==> src/rtl/axis_pkt_arbiter.sv <==
// axis_pkt_arbiter
//   Packet-level round-robin arbiter that shares one AXI-Stream write port
//   between NumSrc producers. A grant is held from the first beat of a packet
//   until its last beat, so packets never interleave downstream. The output
//   goes through a one-entry register slice, and m_src tags every beat with
//   the source that produced it.
//
// Optional feature (compile-time macro AXIS_ARB_MAXLEN_EN):
//   When defined, a packet reaching MaxBeats accepted beats without s_last is
//   cut: that beat leaves with m_last=1, err_trunc pulses for one cycle while
//   the beat is on m_*, and the rest of the source's packet is arbitrated as a
//   new packet. When undefined, there is no length limit and err_trunc is 0.
//
// Ports
//   clk        rising-edge clock
//   reset      asynchronous active-low reset
//   s_data     flattened source data, source i at [i*DataWidth +: DataWidth]
//   s_valid    per-source valid
//   s_last     per-source end-of-packet
//   s_ready    per-source ready (only the granted source can see a 1)
//   m_data     output beat data
//   m_valid    output beat valid
//   m_last     output end-of-packet
//   m_ready    downstream ready
//   m_src      source ID of the beat on m_data
//   pkt_count  packets forwarded, wraps at 2^32
//   err_trunc  one-cycle truncation pulse
//
// state | meaning
// IDLE  | no grant; all s_ready low; picks the next requester round-robin
// BUSY  | source gnt owns the port until its last (or truncated) beat
module axis_pkt_arbiter #(
  parameter int  DataWidth = 32,
  parameter int  NumSrc    = 4,
  parameter int  MaxBeats  = 256,
  localparam int SrcW      = $clog2(NumSrc)
) (
  input  logic                        clk,
  input  logic                        reset,
  input  logic [NumSrc*DataWidth-1:0] s_data,
  input  logic [NumSrc-1:0]           s_valid,
  input  logic [NumSrc-1:0]           s_last,
  output logic [NumSrc-1:0]           s_ready,
  output logic [DataWidth-1:0]        m_data,
  output logic                        m_valid,
  output logic                        m_last,
  input  logic                        m_ready,
  output logic [SrcW-1:0]             m_src,
  output logic [31:0]                 pkt_count,
  output logic                        err_trunc
);

  typedef enum logic {IDLE = 1'b0, BUSY = 1'b1} arbState_t;

  arbState_t             state;
  arbState_t             stateNext;
  logic [SrcW-1:0]       gnt;
  logic [SrcW-1:0]       rrPtr;
  logic [SrcW-1:0]       pick;
  logic [SrcW-1:0]       gntInc;
  logic [DataWidth-1:0]  selData;
  logic                  selValid;
  logic                  selLast;
  logic                  slotFree;
  logic                  accept;
  logic                  pktEnd;
  logic                  startGrant;
  logic                  truncHit;

  assign slotFree = !m_valid || m_ready;
  assign selValid = s_valid[gnt];
  assign selLast  = s_last[gnt];
  assign gntInc   = (gnt == SrcW'(NumSrc - 1)) ? '0 : gnt + 1'b1;

  // Walk offsets from the highest down so the smallest offset from rrPtr
  // with a set valid is the assignment that sticks.
  always_comb begin
    pick = rrPtr;
    for (int i = NumSrc - 1; i >= 0; i--) begin
      int idx;
      idx = (int'(rrPtr) + i) % NumSrc;
      if (s_valid[SrcW'(idx)]) pick = SrcW'(idx);
    end
  end

  always_comb begin
    selData = '0;
    for (int i = 0; i < NumSrc; i++) begin
      if (gnt == SrcW'(i)) selData = s_data[i*DataWidth +: DataWidth];
    end
  end

  always_ff @(posedge clk or negedge reset) begin
    if (!reset) state <= IDLE;
    else        state <= stateNext;
  end

  always_comb begin
    stateNext  = state;
    s_ready    = '0;
    accept     = 1'b0;
    pktEnd     = 1'b0;
    startGrant = 1'b0;
    case (state)
      IDLE: begin
        if (|s_valid) begin
          stateNext  = BUSY;
          startGrant = 1'b1;
        end
      end
      BUSY: begin
        s_ready[gnt] = slotFree;
        accept       = selValid && slotFree;
        pktEnd       = accept && (selLast || truncHit);
        if (pktEnd) stateNext = IDLE;
      end
      default: stateNext = IDLE;
    endcase
  end

  always_ff @(posedge clk or negedge reset) begin
    if (!reset) begin
      gnt       <= '0;
      rrPtr     <= '0;
      m_data    <= '0;
      m_valid   <= 1'b0;
      m_last    <= 1'b0;
      m_src     <= '0;
      pkt_count <= '0;
    end else begin
      if (startGrant) gnt <= pick;
      if (accept) begin
        m_data  <= selData;
        m_last  <= selLast || truncHit;
        m_src   <= gnt;
        m_valid <= 1'b1;
      end else if (m_ready) begin
        m_valid <= 1'b0;
      end
      if (pktEnd) begin
        rrPtr     <= gntInc;
        pkt_count <= pkt_count + 32'd1;
      end
    end
  end

`ifdef AXIS_ARB_MAXLEN_EN
  localparam int BeatW = $clog2(MaxBeats + 1);

  logic [BeatW-1:0] beatCnt;

  // beatCnt holds beats already accepted, so this beat is number MaxBeats.
  assign truncHit = !selLast && (beatCnt == BeatW'(MaxBeats - 1));

  always_ff @(posedge clk or negedge reset) begin
    if (!reset) begin
      beatCnt   <= '0;
      err_trunc <= 1'b0;
    end else begin
      if (startGrant)  beatCnt <= '0;
      else if (accept) beatCnt <= beatCnt + 1'b1;
      err_trunc <= accept && truncHit;
    end
  end
`else
  assign truncHit  = 1'b0;
  assign err_trunc = 1'b0;
`endif

endmodule

==> config.mk <==
export PLATFORM = sky130hd
export DESIGN_NAME = axis_pkt_arbiter
export DESIGN_NICKNAME = d
export VERILOG_FILES = /design/src/rtl/axis_pkt_arbiter.sv
export SDC_FILE = /design/constraint.sdc
export NUM_CORES = 1
export LEC_CHECK = 0
export CORE_MARGIN = 2
export CORE_UTILIZATION = 51
export CTS_CLUSTER_SIZE = 20
export DETAILED_ROUTE_END_ITERATION = 10
export DONT_BUFFER_PORTS = 1
export PLACE_DENSITY = 0.71
export SLEW_MARGIN = 0
export SYNTH_ARGS = -nofsm -noshare
export SYNTH_HDL_FRONTEND = slang
export SYNTH_SLANG_ARGS = --single-unit
==> constraint.sdc <==
create_clock -name clk -period 2.1 [get_ports clk]
set_clock_uncertainty 0.2 [all_clocks]
set_input_delay 0.42 -clock clk [delete_from_list [all_inputs] [get_ports clk]]
set_output_delay 0.42 -clock clk [all_outputs]
set_load 0.05 [all_outputs]
==> results.ini <==
[timing]
hold_slack_ns = -0.439
period_share_pct = 101
final_hold_viol_count = 73
tightest_slew_ns = 0.568
finalSetupTns_ns = -0.107
setup_viol = 5
min_period_ns = 2.13
slew_headroom_pct = 62.1
fmax_mhz = 470
setup_slack_ns = -0.0273
rsz0062_at_grt = yes
drv_slew = 0

[global_route]
track_usage_pct = 26.3
grt_start_max_net_pins = 74
grt_pass1_vias = 3476
grt_pass1_wl_mm = 17.7
antenna_found_initial = 0
overflow = 0

[cts]
clk_pin_slew_ns = 0.08
numCtsBuffers = 9
cts_sinks = 73
insertion_delay_ns = 0.34
htree_levels = 3
root_buffer = clkbuf_8
clock_path_buffers = 2
cts_tree = done

[setup_path]
crit_buf_inv = 1
ff2ff_setup_slack_ns = -0.03
required_ns = 1.48
critical-path-top-delay-family = flip-flops
crit_chain = buf_4, ha_2, and3_4
ff2ff_path_depth = 5
setup.worst_path.start_class = register
startpoint = gnt[0]
timing.rr.end = pkt_count[1]
r2r_start = gnt[0]
arrival_ns = 1.51
critical_path_class = reg2out
worst-path-max-fanout = 8
cp_slowest_cell = dfrtp_2
slowest_delay_ns = 0.38
cp-end-kind = output port

[floorplan]
die_area_sq_um = 8730
core_sq_um = 7730
initial_core_util_pct = 52.8
die_y_microns = 93.4
ioPinCount = 212
die_w_microns = 93.4
rows = 32

[pwr]
irDropWorstVdd_mv = 0.964
cellPowerDensity_nw_per_um2 = 1690
p_leak_nw = 2.11

[synth]
yosys_warnings = 0
synth_edf_count = 0
async_flop_share_pct = 100
synth_cells = 450
synth_seq_area_share_pct = 44.8
ys_ff_latch = 73
avgSynthCellArea_sq_um = 9.06
ys.flop_type = dfrtp_1
syn-cell-area_sq_um = 4080
synth_nets = 594
yosysUniqueCellTypes = 41

[flow_run]
cap_violations = 0

[finish]
fin_area_sq_um = 4860
diodes = 0
num-nets-final = 623
area_growth_pct = 19.1
layout.cells.non_filler = 586
drive_above_1_share_pct = 21.9
fillers = 642

[outcome]
status = finished with violations
violations = hold timing, setup timing

[place]
dp_cells = 564
dp_hpwl_mm = 8.59
post_dp_cell_area_sq_um = 4490
numPortBuffers = 0
pre_cts_slack_ns = -0.0108
place.gp.congestion = 0.876

[min_path]
holdCritPathClass = in2async

[routing]
wl_per_cell_microns = 20.4
drt-total-wl_mm = 11.9
via_per_inst = 6.11
drt_iter0_drc = 169
first_pass_iters = 5
drc = 0
ant_nets = 0
vias = 3579

[worst register-to-register path: stages (launching register included)]
cell	delay, ns
dfrtp_2	0.38
buf_4	0.14
mux4_1	0.62
and2_4	0.23
nand2_4	0.11
mux2_2	0.34
[worst max-delay path by stage]
stage	end	cells past startpoint	slack (ns)
6_report	s_ready[3]	3	-0.03
5_1_grt	s_ready[3]	3	-0.08
4_1_cts	pkt_count[30]	6	-0.02
3_5_place_dp	m_data[27]	9	-0.01
3_3_place_gp	m_data[27]	9	0.09
2_1_floorplan	s_ready[2]	5	-0.1
[state kept, by name, indices dropped and copies added, names as in the netlist]
name       flops
gnt            2
m_data        32
m_last         1
m_src          2
m_valid        1
pkt_count     32
rrPtr          2
state          1
[cell type report]
type                            instances  area (sq um)  area share, %
Sequential cell                        73          1840           37.8
Clock buffer                            9           124           2.55
Tap cell                              102           128           2.63
Multi-Input combinational cell        338          2220           45.6
Timing Repair Buffer                   49           430           8.86
Inverter                                8          32.5          0.669
Clock inverter                          7          92.6           1.91
[per-stage QoR]
stage | power (mW) | util (%)
finish | 8.19 | 62.9
detailed placement | 6.72 | 58.1
CTS | 8.13 | 62.1
global route | 8.70 | 62.9
global placement | 6.61 | 58.1
floorplan | 5.75 | -
[power breakdown]
part	switching, mW	total (mW)	internal (mW)	leakage, nW
Sequential	1.38	3.20	1.82	0.931
Clock	0.554	1.22	0.669	0.113
Combinational	2.22	3.76	1.55	1.07
Total	4.15	8.19	4.04	2.11
[layer usage]
metal	GRT usage, %	vias up	routed length [microns]
met2	44.5	186	5990
met4	7.72	0	172
met3	8.30	16	1150
li1	-	1674	-
met1	32.2	1703	4640
met5	0	-	0
[synth_stat cells, types with 2 or more instances]
library cell   n  area [sq um]
a21oi_1       34           170
a221oi_1      32           280
and3_1         9          56.3
buf_2          4          20.0
clkbuf_1      26          97.6
dfrtp_1       73          1830
ha_1           5          62.6
inv_1          8          30.0
mux2_2         2          22.5
nand2_1       58           218
nand2_4        2          22.5
nand3_1        7          35.0
nand4_1        9          56.3
nand4_2        2          25.0
nor2_1        18          67.6
nor2b_1       34           213
nor3_1        35           175
nor4_1         4          25.0
o21ai_0       36           180
o22ai_1        3          18.8
xnor2_1       14           123
xor2_1        16           140
[repair_timing]
action / 4_1_cts / 5_1_grt
pin swaps: 3 / 6
gates cloned: 1 / 1
endpoints found under the setup margin: 7 / 34
gates resized for setup: 8 / 15
buffers inserted: 5 / 1
endpoints found under the hold margin: 73 / 73
[kinds of logic after synthesis]
family                     count (synthesis)  share of synthesized area [%]
other                                      1                         0.0919
and+or+nand+nor                          186                           23.9
buffers and inverters                     40                           4.17
AOI/OAI and AO/OA                        110                           16.9
adders and majority gates                  5                           1.53
muxes                                      4                           1.75
DFF                                       73                           44.8
xor gates and xnor gates                  31                           6.84
[placed cells by master (no fill, tap or decap), types with 9 or more instances in the layout]
master	n
dfrtp_1	66
nand2_1	57
buf_4	44
nor3_1	34
a21oi_1	34
o21ai_0	34
nor2b_1	33
a221oi_1	26
nor2_1	17
xor2_1	16
xnor2_1	14
nand4_1	9
clkbuf_8	9
Note: power is estimated with default switching activity, not from simulation.
